===== src/rtl/ladybird_config_pkg.sv =====
// Shared Ladybird configuration: data width, UART register map and FSM states.
// Used by the UART MMIO controller and its FIFOs.
package ladybird_config;

    localparam int XLEN = 32;

    typedef enum logic [1:0] {
        UART_DATA,
        UART_STATUS,
        UART_CTRL
    } uart_reg_e;

    typedef enum logic [1:0] {
        IDLE,
        WAIT_RX,
        WAIT_TX,
        RESP
    } uart_state_e;

    typedef struct packed {
        logic      hit;
        uart_reg_e rsel;
    } uart_dec_t;

    localparam int STAT_RX_AVAIL = 0;
    localparam int STAT_TX_SPACE = 1;
    localparam int STAT_OVERRUN  = 2;

    localparam int CTRL_RX_IE = 0;
    localparam int CTRL_TX_IE = 1;

    function automatic logic [XLEN-1:0] uart_status_word(
        input logic ovr,
        input logic tx_full,
        input logic rx_empty
    );
        logic [XLEN-1:0] w;
        w                = '0;
        w[STAT_RX_AVAIL] = ~rx_empty;
        w[STAT_TX_SPACE] = ~tx_full;
        w[STAT_OVERRUN]  = ovr;
        return w;
    endfunction

endpackage


===== src/rtl/ladybird_fifo.sv =====
// Synchronous FIFO, power-of-two depth, async active-low reset.
// Push and pop may coincide at any occupancy; a pop on empty is ignored.
module ladybird_fifo #(
    parameter int WIDTH = 8,
    parameter int DEPTH = 16
) (
    input  logic             clk,
    input  logic             anrst,
    input  logic             push_i,
    input  logic [WIDTH-1:0] din_i,
    input  logic             pop_i,
    output logic [WIDTH-1:0] head_o,
    output logic             full_o,
    output logic             empty_o
);

    localparam int AW = $clog2(DEPTH);

    logic [WIDTH-1:0] mem_q [DEPTH];
    logic [AW-1:0]    wptr_q;
    logic [AW-1:0]    rptr_q;
    logic [AW:0]      cnt_q;
    logic [AW:0]      cnt_d;
    logic             do_push;
    logic             do_pop;

    assign empty_o = (cnt_q == '0);
    assign full_o  = (cnt_q == (AW+1)'(DEPTH));
    assign head_o  = mem_q[rptr_q];

    // A pop frees the slot a simultaneous push needs when full.
    assign do_pop  = pop_i & ~empty_o;
    assign do_push = push_i & (~full_o | do_pop);

    always_comb begin
        cnt_d = cnt_q;
        unique case ({do_push, do_pop})
            2'b10:   cnt_d = cnt_q + 1'b1;
            2'b01:   cnt_d = cnt_q - 1'b1;
            default: cnt_d = cnt_q;
        endcase
    end

    always_ff @(posedge clk or negedge anrst) begin
        if (!anrst) begin
            wptr_q <= '0;
            rptr_q <= '0;
            cnt_q  <= '0;
        end else begin
            if (do_push) wptr_q <= wptr_q + 1'b1;
            if (do_pop)  rptr_q <= rptr_q + 1'b1;
            cnt_q <= cnt_d;
        end
    end

    always_ff @(posedge clk) begin
        if (do_push) mem_q[wptr_q] <= din_i;
    end

endmodule


===== src/rtl/ladybird_uart_mmio.sv =====
// Memory-mapped UART controller: DATA/STATUS registers over TX/RX FIFOs.
// Define LADYBIRD_UART_IRQ_EN to add the CTRL register and irq output.
module ladybird_uart_mmio
    import ladybird_config::*;
#(
    parameter logic [XLEN-1:0] BASE_ADDR  = 32'hFFFF_FFF8,
    parameter int              FIFO_DEPTH = 16
) (
    input  logic              clk,
    input  logic              anrst,
    input  logic              bus_req,
    output logic              bus_gnt,
    input  logic [XLEN-1:0]   bus_addr,
    input  logic [XLEN/8-1:0] bus_wstrb,
    input  logic [XLEN-1:0]   bus_wdata,
    output logic [XLEN-1:0]   bus_rdata,
    output logic              bus_rvalid,
    output logic [7:0]        tx_data,
    output logic              tx_valid,
    input  logic              tx_ready,
    input  logic [7:0]        rx_data,
    input  logic              rx_valid,
    output logic              rx_ready
`ifdef LADYBIRD_UART_IRQ_EN
    ,
    output logic              irq
`endif
);

    uart_state_e     state_q;
    logic [XLEN-1:0] addr_q;
    logic            is_wr_q;
    logic            strb0_q;
    logic [7:0]      wdata_q;
    logic            ovr_q;
    logic            ovr_d;

    logic       tx_full, tx_empty, rx_full, rx_empty;
    logic [7:0] tx_head, rx_head;
    logic       tx_push, rx_push, rx_pop;
    logic       stat_rd, stat_clr;
    logic       rd_live, resp;
    uart_dec_t  in_dec, cur;
    logic       unused_wdata;

    function automatic uart_dec_t decode(input logic [XLEN-1:0] a);
        uart_dec_t d;
        d.hit  = 1'b1;
        d.rsel = UART_DATA;
        if (a == BASE_ADDR) begin
            d.rsel = UART_DATA;
        end else if (a == BASE_ADDR + XLEN'(4)) begin
            d.rsel = UART_STATUS;
`ifdef LADYBIRD_UART_IRQ_EN
        end else if (a == BASE_ADDR + XLEN'(8)) begin
            d.rsel = UART_CTRL;
`endif
        end else begin
            d.hit = 1'b0;
        end
        return d;
    endfunction

    assign unused_wdata = ^bus_wdata[XLEN-1:8];

    assign in_dec  = decode(bus_addr);
    assign cur     = decode(addr_q);
    assign rd_live = ~|bus_wstrb;
    assign resp    = (state_q == RESP);

    assign bus_gnt    = (state_q == IDLE);
    assign bus_rvalid = resp;

    // Side effects happen only on the single RESP cycle of a transfer.
    assign tx_push  = resp & is_wr_q & strb0_q & cur.hit
                    & (cur.rsel == UART_DATA);
    assign rx_pop   = resp & ~is_wr_q & cur.hit
                    & (cur.rsel == UART_DATA);
    assign stat_rd  = resp & ~is_wr_q & cur.hit
                    & (cur.rsel == UART_STATUS);
    assign stat_clr = stat_rd
                    | (resp & is_wr_q & cur.hit
                       & (cur.rsel == UART_STATUS)
                       & wdata_q[STAT_OVERRUN]);

    assign rx_push  = rx_valid & ~rx_full;
    assign rx_ready = ~rx_full;
    assign tx_valid = ~tx_empty;
    assign tx_data  = tx_empty ? 8'h00 : tx_head;

    ladybird_fifo #(.WIDTH(8), .DEPTH(FIFO_DEPTH)) u_tx_fifo (
        .clk     (clk),
        .anrst   (anrst),
        .push_i  (tx_push),
        .din_i   (wdata_q),
        .pop_i   (tx_valid & tx_ready),
        .head_o  (tx_head),
        .full_o  (tx_full),
        .empty_o (tx_empty)
    );

    ladybird_fifo #(.WIDTH(8), .DEPTH(FIFO_DEPTH)) u_rx_fifo (
        .clk     (clk),
        .anrst   (anrst),
        .push_i  (rx_push),
        .din_i   (rx_data),
        .pop_i   (rx_pop),
        .head_o  (rx_head),
        .full_o  (rx_full),
        .empty_o (rx_empty)
    );

`ifdef LADYBIRD_UART_IRQ_EN
    logic [1:0] ctrl_q;
    logic       ctrl_rd;
    logic       irq_q;

    assign ctrl_rd = resp & ~is_wr_q & cur.hit & (cur.rsel == UART_CTRL);
    assign irq     = irq_q;

    always_ff @(posedge clk or negedge anrst) begin
        if (!anrst) begin
            ctrl_q <= '0;
            irq_q  <= 1'b0;
        end else begin
            if (resp & is_wr_q & strb0_q & cur.hit
                & (cur.rsel == UART_CTRL)) begin
                ctrl_q <= wdata_q[1:0];
            end
            irq_q <= (ctrl_q[CTRL_RX_IE] & ~rx_empty)
                   | (ctrl_q[CTRL_TX_IE] & tx_empty)
                   | ovr_q;
        end
    end
`endif

    always_comb begin
        bus_rdata = '0;
        unique case (1'b1)
            rx_pop:  bus_rdata = {{(XLEN-8){1'b0}}, rx_head};
            stat_rd: bus_rdata = uart_status_word(ovr_q, tx_full, rx_empty);
`ifdef LADYBIRD_UART_IRQ_EN
            ctrl_rd: bus_rdata = {{(XLEN-2){1'b0}}, ctrl_q};
`endif
            default: bus_rdata = '0;
        endcase
    end

    // A byte dropped in the same cycle as the clearing access keeps overrun set.
    always_comb begin
        ovr_d = ovr_q;
        if (stat_clr)             ovr_d = 1'b0;
        if (rx_valid & rx_full)   ovr_d = 1'b1;
    end

    always_ff @(posedge clk or negedge anrst) begin
        if (!anrst) begin
            ovr_q <= 1'b0;
        end else begin
            ovr_q <= ovr_d;
        end
    end

    always_ff @(posedge clk or negedge anrst) begin
        if (!anrst) begin
            state_q <= IDLE;
            addr_q  <= '0;
            is_wr_q <= 1'b0;
            strb0_q <= 1'b0;
            wdata_q <= '0;
        end else begin
            unique case (state_q)
                IDLE: begin
                    if (bus_req) begin
                        addr_q  <= bus_addr;
                        is_wr_q <= ~rd_live;
                        strb0_q <= bus_wstrb[0];
                        wdata_q <= bus_wdata[7:0];
                        state_q <= RESP;
                        if (in_dec.hit && in_dec.rsel == UART_DATA) begin
                            if (rd_live && rx_empty) begin
                                state_q <= WAIT_RX;
                            end else if (!rd_live && bus_wstrb[0]
                                         && tx_full) begin
                                state_q <= WAIT_TX;
                            end
                        end
                    end
                end
                WAIT_RX: if (!rx_empty) state_q <= RESP;
                WAIT_TX: if (!tx_full)  state_q <= RESP;
                RESP:    state_q <= IDLE;
                default: state_q <= IDLE;
            endcase
        end
    end

endmodule


===== config.mk =====
export PLATFORM = sky130hd
export DESIGN_NAME = ladybird_uart_mmio
export DESIGN_NICKNAME = d
export VERILOG_FILES = /design/src/rtl/ladybird_config_pkg.sv /design/src/rtl/ladybird_fifo.sv /design/src/rtl/ladybird_uart_mmio.sv
export SDC_FILE = /design/constraint.sdc
export NUM_CORES = 1
export LEC_CHECK = 0
export BUFFER_PORTS_ARGS = -buffer_cell sky130_fd_sc_hd__clkbuf_2
export CAP_MARGIN = 10
export CORE_MARGIN = 5
export CORE_UTILIZATION = 50
export DETAILED_ROUTE_END_ITERATION = 8
export PLACE_DENSITY = 0.69
export REMOVE_ABC_BUFFERS = 1
export SETUP_SLACK_MARGIN = 0.15
export SKIP_CTS_REPAIR_TIMING = 1
export SKIP_LAST_GASP = 1
export SYNTH_ARGS = -nofsm -noshare
export SYNTH_HDL_FRONTEND = slang
export SYNTH_SLANG_ARGS = --single-unit

===== constraint.sdc =====
create_clock -name clk -period 8.5 [get_ports clk]
set_input_delay 1.7 -clock clk [delete_from_list [all_inputs] [get_ports clk]]
set_output_delay 1.7 -clock clk [all_outputs]
set_load 0.05 [all_outputs]

* Yosys cells after proc, flatten, opt, wreduce, memory -nomap -nowiden
Memories as Yosys holds them, arrays and structs flattened. Cells that the tools add are included.
Cells by class: equal/unequal tests 17, muxes and demuxes 25, $add $sub $neg 8, bitwise operators 26, reduce and logical (&&, ||, !) cells 16
Operator list (count):
- equality test 32 bit (second input constant) | 4
- one-hot mux 5 bit (2 select lines) | 2
- bitwise AND 1 bit | 18
- adder 4 x 1 -> 4 bit (second input constant) | 4
- one-hot mux 8 bit (2 select lines) | 1
- two-way mux 1 bit | 14
- two-way mux 2 bit | 6
- adder 5 x 1 -> 5 bit (second input constant) | 2
- equality test 5 bit (second input constant) | 2
- zero test 5 bit | 2
- subtractor 5 x 1 -> 5 bit (second input constant) | 2
- equality test 2 x 1 -> 1 bit (second input constant) | 4
- equality test 2 bit (second input constant) | 4
- two-way mux 8 bit | 1
- one-hot mux 2 bit (4 select lines) | 1
- zero test 2 bit | 3
- inequality test 2 bit (second input constant) | 3
- nonzero test 2 bit | 3
- NOT 1 bit | 5
- logical AND 1 bit | 4
- OR reduction 4 bit | 1
- bitwise OR 1 bit | 3
- AND reduction 3 bit | 1
- AND reduction 2 bit | 1
- zero test 1 bit | 1
Word-level totals: memory bits (writable) 256, input bits 81, output and inout bits 44, memories kept 2, word-level logic and storage cells 106, flip-flop bits (word level) 71
Memories:
- u_rx_fifo.mem_q | depth 16, bits a word 8, rd ports 1, clocked after Yosys merged registers in 0, wr ports 1, RTL line ladybird_fifo.sv:19 | logic [WIDTH-1:0] mem_q [DEPTH];
- u_tx_fifo.mem_q | depth 16, bits a word 8, rd ports 1, clocked after Yosys merged registers in 0, wr ports 1, RTL line ladybird_fifo.sv:19

* Depth between registers and ports, before layout
Gate-level depths: netlist of the first run.
word-level depth 10, mapped depth 16, depth with buffers taken out 14

* Hierarchy
Synthesis of the first run repeated with hierarchy kept, for this count alone.
Unflattened totals: cells, all modules 785, area, all modules 14207.4 sq um
Modules (own cells, without submodules):
- ladybird_fifo at u_tx_fifo | seq. area each 4169.0 sq um, area an instance 5972.0 sq um, cells an instance 296, times used 1
- ladybird_fifo at u_rx_fifo | seq. area each 4169.0 sq um, area an instance 5960.7 sq um, cells an instance 299, times used 1
- ladybird_uart_mmio | seq. area each 1126.1 sq um, area an instance 2274.7 sq um, cells an instance 190, times used 1

* Least setup slack after synthesis of the first run
OpenSTA, ideal clock, no wires.
path type register to output, start reg state_q[0], end out bus_rdata[0], data required time 6.800 ns, arrival 4.072 ns, buffers on the path 0, path slack 2.728 ns, cell stages (with the launch flop) 6, cells stage by stage dfrtp_1 ha_1 nand4_1 nor4_2 nand3_1 a2111oi_0
Between the ends: cells in the longest elaborated chain, start to end 5, elaborated cells on any way between the ends 6, those cells by class 1 x eq/ne; 1 x mux; 4 x bitwise
RTL lines:
- from (decl) | RTL line ladybird_uart_mmio.sv:30 | uart_state_e state_q;
- from (signal assigned) | RTL line ladybird_uart_mmio.sv:166 | state_q <= IDLE;
- from (signal assigned) | RTL line ladybird_uart_mmio.sv:179 | state_q <= RESP;
- from (signal assigned) | RTL line ladybird_uart_mmio.sv:182 | state_q <= WAIT_RX;
- equality test 2 bit (*) | RTL line ladybird_uart_mmio.sv:69 | assign resp = (state_q == RESP);
- net bus_rvalid | RTL line ladybird_uart_mmio.sv:17 | output logic bus_rvalid,
- bitwise AND 1 bit (*) (2 in a row) | RTL line ladybird_uart_mmio.sv:77, ladybird_uart_mmio.sv:79
- bitwise AND 1 bit (on tied branches) | RTL line ladybird_uart_mmio.sv:80, ladybird_uart_mmio.sv:78
- one-hot mux 8 bit (2 select lines) (*) | RTL line ladybird_uart_mmio.sv:139 | unique case (1'b1)
- to (decl) | RTL line ladybird_uart_mmio.sv:16 | output logic [XLEN-1:0] bus_rdata,
The timed path passes the listed nets; every way through them passes the cells marked *.

* Worst setup path after layout of the first run
start reg u_tx_fifo.rptr_q[0], end out tx_data[1]
Between the ends: cells in the longest elaborated chain, start to end 2
RTL lines:
- from (decl) | RTL line ladybird_fifo.sv:21 | logic [AW-1:0] rptr_q;
- from (signal assigned) | RTL line ladybird_fifo.sv:51 | if (do_pop) rptr_q <= rptr_q + 1'b1;
- memory read (16 x 8 bit)
- two-way mux 8 bit | RTL line ladybird_uart_mmio.sv:89 | assign tx_data = tx_empty ? 8'h00 : tx_head;
- to (decl) | RTL line ladybird_uart_mmio.sv:18 | output logic [7:0] tx_data,
No other way between the ends.

==> results of run 1 <==
[layer usage]
metal  GRT usage  vias up  share of wire
met3      0.0269       34          0.039
met1       0.224     3492           0.40
met2       0.315      132           0.54
met5           0        -              0
met4      0.0448        0          0.017
li1            -     3058              -
[cell type report]
cell class | count | area (sq um) | area share
Multi-Input combinational cell | 375 | 3900 | 0.254
Clock inverter | 16 | 130 | 0.00849
Tap cell | 341 | 427 | 0.0278
Sequential cell | 327 | 9470 | 0.617
Clock buffer | 44 | 920 | 0.0600
Inverter | 9 | 33.8 | 0.00220
Timing Repair Buffer | 86 | 458 | 0.0299
[logic make-up after synthesis]
kind of cell,count (synthesis)
flops,327
simple gates,143
mux,125
buf+inv,68
compound gates,37
xor+xnor,24
fa+ha+maj,22
other cells,1
[worst min-delay path: stages, from the launching register on]
cell and delay (ns):
dfrtp_1 0.34, o21ai_1 0.07, nand2_1 0.05
[cell usage after synthesis, types with 2 or more instances]
library cell  instances
mux2i_1               2
nand3_1               5
clkbuf_1             17
o21ai_0               2
nand4b_1              2
edfxtp_1            256
xor2_1                9
nor3_1               11
ha_1                 21
buf_6                 2
xnor2_1              15
nand4_1              16
a21o_1                4
buf_4                26
nand2_1              34
a2111oi_0             2
o21ai_1               7
a21oi_1               7
mux2_2               41
a22o_1                2
and2_1               11
nor2_1               36
dfrtp_1              71
a22oi_1               2
buf_2                 5
a211oi_1              2
mux4_1               10
nor4_1                3
nand2b_1              6
mux2_1                4
inv_1                 8
nor4_2                3
nor2b_1               8
o22ai_1               4
mux4_2               68
buf_1                 7
[through the flow]
step | hold WS [ns] | power, mW | setup slack [ns]
detailed placement | 0.475 | 3.42 | 4.04
global route | 0.515 | 4.99 | 3.38
CTS | 0.492 | 4.82 | 3.50
global placement | 0.476 | 3.35 | 4.05
floorplan | 0.447 | 3.08 | 2.34
finish | 0.496 | 4.77 | 3.56
[state kept, by name, indices dropped and copies added (netlist names), 5 cells and up]
signal / flops
u_tx_fifo.cnt_q: 5
u_rx_fifo.cnt_q: 5
u_rx_fifo.mem_q: 128
wdata_q: 8
u_tx_fifo.mem_q: 128
addr_q: 32
[worst paths after layout]
check,start,endpoint,slack [ns],cells after the start
worst max-delay path,u_tx_fifo.rptr_q[0],tx_data[1],3.56,4
worst min-delay path,ovr_q,ovr_q,0.50,2
worst max register to register,state_q[0],u_rx_fifo.cnt_q[4],4.69,14
worst min register to register,ovr_q,ovr_q,0.50,2
max in group asynchronous,anrst,u_rx_fifo.rptr_q[0],6.52,1
min in group asynchronous,anrst,addr_q[23],1.33,1
[placed cells by master, fill, tap and decap left out, types with 11 or more instances in the layout]
cell         n
nand2_1     33
conb_1      24
and2_1      11
nor2_1      36
mux2_2      41
nor3_1      11
dfrtp_1     69
edfxtp_1   256
clkbuf_2    75
xnor2_1     15
clkbuf_16   35
mux4_2      68
ha_1        21
buf_4       11
nand4_1     16
[where the power goes]
part | switching (mW) | total (mW) | internal [mW]
combinational | 0.549 | 1.04 | 0.488
sequential | 0.301 | 2.34 | 2.04
clock | 0.575 | 1.40 | 0.825
==> impl_metrics.csv, run 1 <==
group,metric,value,unit
clocking,clockRootBuffer,"clkbuf_16",
final_layout,final_area,15300,sq um
sta,period_needed,4.94,ns
synth,synth_edf_count,256,
floorplanning,dieArea,30800,sq um
grt,grt_pass1_wl,41600,microns
synth,netlist_area,13700,sq um
sta,report.final.setup_viol,0,
critical_path,cp_cell_sequence,"mux4_1, mux4_2, and2_1, clkbuf_2",
floorplanning,core,27000,sq um
synth,ys.flop_type,"edfxtp_1",
final_layout,antenna_cells,0,
sta,finalCritPeriodShare,0.582,
critical_path,endpoint_kind,"output pin",
critical_path,crit_slowest_cell,"dfrtp_2",
sta,fin_skew,0.0109,ns
synth,synth_top_family_by_area,"multiplexers",
synth,yosysTopAreaCell,"edfxtp_1",
final_layout,areaGrowthSynthToFinish,12.1,%
synth,yosys_warnings,0,
sta,hold_violations,0,
clocking,cts_tree,"built",
placement,post_dp_cell_area,14300,sq um
grt,antenna_found_initial,0,
drt,via_count,6716,
final_layout,fin_util,0.569,
sta,maxSlewHeadroom,0.260,
grt,grt_pass1_vias,7285,
drt,wl,26600,microns
synth,async_flop_share,0.217,
clocking,clockBufferDepth,3,
drt,viasPerCell,5.61,
pwr,vdd_drop_max,0.169,mV
grt,grt_usage,0.175,
critical_path,critPathMaxStageDelay,1.10,ns
final_layout,drive_above_1_share,0.294,
synth,ys_seq_area_frac,0.692,
synth,synth-simple-area-share,0.0548,
placement,dp_hpwl,17500,microns
floorplanning,start_util,0.507,
worst_hold_path,hold_class,"register to register",
clocking,clk_pin_slew,0.06,ns
placement,io_buffer_count,76,
flow_run,cap_violations,0,
critical_path,path_max_fanout,35,
pwr,p_per_area,311,nW/um^2
pwr,p_leak,5.40,nW
drt,wl_per_cell,22.2,microns
drt,drt_first_pass_iters,5,
synth,ys_seq_elements,327,
critical_path,critical_path_buf_inv_count,1,
synth,yosys.area_share.xor_xnor,0.0154,
status,status,"finished clean",
clocking,cts-buffers-inserted,34,
synth,synth.area.mux_share,0.170,
sta,setup_tns,0,ns
floorplanning,ios,125,
synth,synthTopCellsByArea,"edfxtp_1 56%, dfrtp_1 13%, mux4_2 11%, mux2_2 3.4%, ha_1 1.9%",
drt,drtIter0Drc,391,
synth,syn_inst,747,
critical_path,start_kind,"register",
grt,grt_overflow,0,
critical_path,crit_type,"register to output pin",
drt,antenna_left,0,
floorplanning,rows,60,
drt,drc,0,
grt,grt_max_degree,72,
critical_path,crit_family,"multiplexers",
placement,place.gp.congestion,0.802,
sta,worstMarginPinSlew,1.11,ns
floorplanning,die_w,175,microns
synth,synth-adder-area-share,0.0207,
sta,fmax,202,MHz
floorplanning,die_y,175,microns
final_layout,nFillCells,2021,
synth,yosys.cell_types.count,54,
synth,synth_compound_area_frac,0.0177,
final_layout,final_cells,1198,
sta,slew_viol_final,0,
clocking,clk_latency,0.50,ns
critical_path,required,6.80,ns
clocking,cts.htree.levels,2,
placement,placed_cells,1138,
clocking,cts.sinks,327,
sta,rsz0062_at_grt,"false",
synth,postSynthAreaPerCell,18.3,sq um
critical_path,worstPathArrival,3.24,ns
synth,yosys.area.top_type_share,0.562,
final_layout,final_nets,936,
Note: power is estimated with default switching activity, not from simulation.
==> run 2, diff against run 1 <==
--- a/config.mk
+++ b/config.mk
@@ -10,7 +10,7 @@
 export CORE_MARGIN = 5
 export CORE_UTILIZATION = 50
 export DETAILED_ROUTE_END_ITERATION = 8
-export PLACE_DENSITY = 0.69
+export PLACE_DENSITY = 0.72
 export REMOVE_ABC_BUFFERS = 1
 export SETUP_SLACK_MARGIN = 0.15
 export SKIP_CTS_REPAIR_TIMING = 1
==> constraint.sdc (replaced) <==
create_clock -name clk -period 4.4 [get_ports clk]
set_input_delay 0.88 -clock clk [delete_from_list [all_inputs] [get_ports clk]]
set_output_delay 0.88 -clock clk [all_outputs]
set_load 0.05 [all_outputs]
==> run 2 against run 1 <==
Count of clock-buffer cells in the layout is 2 lower. Final area is 1.2% higher. Clock power is 120% higher. Worst setup slack worse by 3.1 ns. Total power is 100% higher. First-iteration DRC count is 44% higher. Critical path depth is 2 higher. Worst hold slack worse by 0.0012 ns. Combinational power is 100% higher. Flip-flop and latch count stayed put. Register-to-register slack worse by 4.0 ns. Largest power group unchanged. Highest routed layer unchanged.
==> impl_metrics.csv, run 2 (same netlist as run 1, synthesis figures left out) <==
group,metric,value,unit
final_layout,final_cells,1203,
floorplanning,core,27000,sq um
drt,drt_first_pass_iters,4,
critical_path,endpoint_kind,"output pin",
placement,place.gp.congestion,0.762,
critical_path,start_kind,"register",
pwr,power_switching_share,0.289,
grt,use_met2,0.289,
floorplanning,ios,125,
status,status,"finished clean",
flow_run,cap_violations,0,
placement,placed_cells,1142,
final_layout,final_area,15500,sq um
clocking,clockBufferDepth,3,
final_layout,drive_above_1_share,0.302,
sta,fmax,254,MHz
placement,io_buffer_count,76,
drt,drc,0,
clocking,cts.sinks,327,
critical_path,required,3.52,ns
pwr,internal_power,6.79,mW
placement,post_dp_cell_area,14300,sq um
pwr,power.total,9.55,mW
final_layout,final_cell_mix,"256 x edfxtp_1, 75 x clkbuf_2, 69 x dfrtp_1",
final_layout,layout_commonest_cell,"edfxtp_1",
sta,maxSlewHeadroom,0.311,
drt,drtIter0Drc,562,
final_layout,nFillCells,2003,
clocking,clk_latency,0.52,ns
drt,antenna_left,0,
pwr,p_leak,5.49,nW
floorplanning,rows,60,
critical_path,critical_path_buf_inv_count,2,
sta,slew_viol_final,0,
clocking,clk_pin_slew,0.06,ns
grt,busiest_layer,"met2",
floorplanning,die_y,175,microns
sta,period_needed,3.94,ns
worst_hold_path,hold_class,"register to register",
grt,grt_overflow,0,
clocking,clockRootBuffer,"clkbuf_16",
pwr,pwr-share-seq,0.461,
grt,use_met3,0.0280,
drt,wl,25500,microns
placement,place_ws,0.704,ns
floorplanning,dieArea,30800,sq um
critical_path,crit_type,"register to output pin",
sta,report.final.setup_viol,0,
worst_hold_path,worstHoldStart,"addr_q[31]",
pwr,p_per_area,615,nW/um^2
pwr,combPwrFrac,0.218,
critical_path,worstPathArrival,3.06,ns
final_layout,antenna_cells,0,
critical_path,crit_slowest_cell,"dfrtp_2",
critical_path,cp_cell_sequence,"buf_4, mux4_2, nor2b_1, a2111oi_0, a2111oi_0, clkbuf_2",
pwr,p_sw,2.76,mW
drt,viasPerCell,5.61,
clocking,cts.htree.levels,2,
grt,antenna_found_initial,0,
grt,grtUsageMet1,0.229,
grt,grt_pass1_wl,40400,microns
sta,fin_skew,0.0281,ns
grt,grt_pass1_vias,7032,
pwr,vdd_drop_max,0.344,mV
pwr,clkPwrFrac,0.321,
critical_path,rr_startpoint,"state_q[1]",
final_layout,final_nets,940,
drt,via_count,6751,
sta,hold_violations,0,
sta,rsz0062_at_grt,"false",
floorplanning,die_w,175,microns
clocking,cts_tree,"built",
sta,setup_ws,0.463,ns
final_layout,areaGrowthSynthToFinish,13.5,%
floorplanning,start_util,0.507,
critical_path,crit_family,"flip-flops",
clocking,cts-buffers-inserted,34,
critical_path,path_max_fanout,17,
critical_path,critPathMaxStageDelay,0.74,ns
sta,finalCritPeriodShare,0.895,
final_layout,reg_top3,"u_rx_fifo.mem_q (128), u_tx_fifo.mem_q (128), addr_q (32)",
critical_path,crit_start,"u_rx_fifo.rptr_q[0]",
grt,grt_usage,0.169,
final_layout,fin_util,0.576,
grt,grt_max_degree,72,
placement,dp_hpwl,16800,microns
drt,wl_per_cell,21.2,microns
critical_path,cpMostUsedCell,"a2111oi_0",
sta,worstMarginPinSlew,1.03,ns
run 2: cell types whose count changed in the layout (fill, tap and decap cells not counted), sizes merged:
cell / before / now
buf: 11 / 15
bufinv: 2 / 8
clkbuf: 119 / 117
clkinv: 12 / 8
inv: 10 / 11
run 2: worst paths after layout:
path / cells after the start / slack [ns] / end
setup / recovery: 6 / 0.46 / bus_rdata[0]
hold / removal: 1 / 0.49 / addr_q[31]
setup reg to reg: 14 / 0.74 / u_rx_fifo.cnt_q[4]
hold reg to reg: 1 / 0.49 / addr_q[31]
max in group asynchronous: 1 / 3.26 / u_rx_fifo.rptr_q[0]
min in group asynchronous: 1 / 0.51 / wdata_q[6]
run 2: per-stage QoR:
stage | hold WS (ns) | TNS (ns)
after detailed placement | 0.485 | 0
after global routing | 0.515 | 0
final | 0.495 | 0
after global placement | 0.471 | 0
after CTS | 0.498 | 0
after floorplan | 0.447 | -0.942
run 2: power by group through the flow:
stage | clock [mW] | sequential (mW) | combinational, mW
global route | 3.27 | 4.48 | 2.27
floorplan | 0 | 4.38 | 1.58
global placement | 0 | 4.43 | 2.06
finish | 3.07 | 4.40 | 2.09
detailed placement | 0 | 4.47 | 2.10
CTS | 3.13 | 4.40 | 2.12
run 2: per-layer routing:
layer	share of wire	wire length (microns)
met1	0.42	10700
met2	0.52	13200
met3	0.041	1040
met4	0.019	483
met5	0	0
run 2: final cells by class:
| cell class | count | area [sq um] | area share |
|---|---|---|---|
| tap | 341 | 427 | 0.0275 |
| multi-input combinational | 375 | 3900 | 0.251 |
| sequential | 327 | 9470 | 0.610 |
| clock buffer | 42 | 881 | 0.0567 |
| inverter | 9 | 33.8 | 0.00218 |
| clock inverter | 19 | 313 | 0.0201 |
| timing repair buffer | 90 | 500 | 0.0322 |
run 2: worst register-to-register path, delay by kind of cell (launching register included):
kind                     cells  cell delay, ns
AO/OA/AOI/OAI                3            0.53
XOR/XNOR                     3            0.42
adder cells (fa/ha/maj)      3            0.85
flip-flops                   1            0.40
AND/OR/NAND/NOR              5            1.37
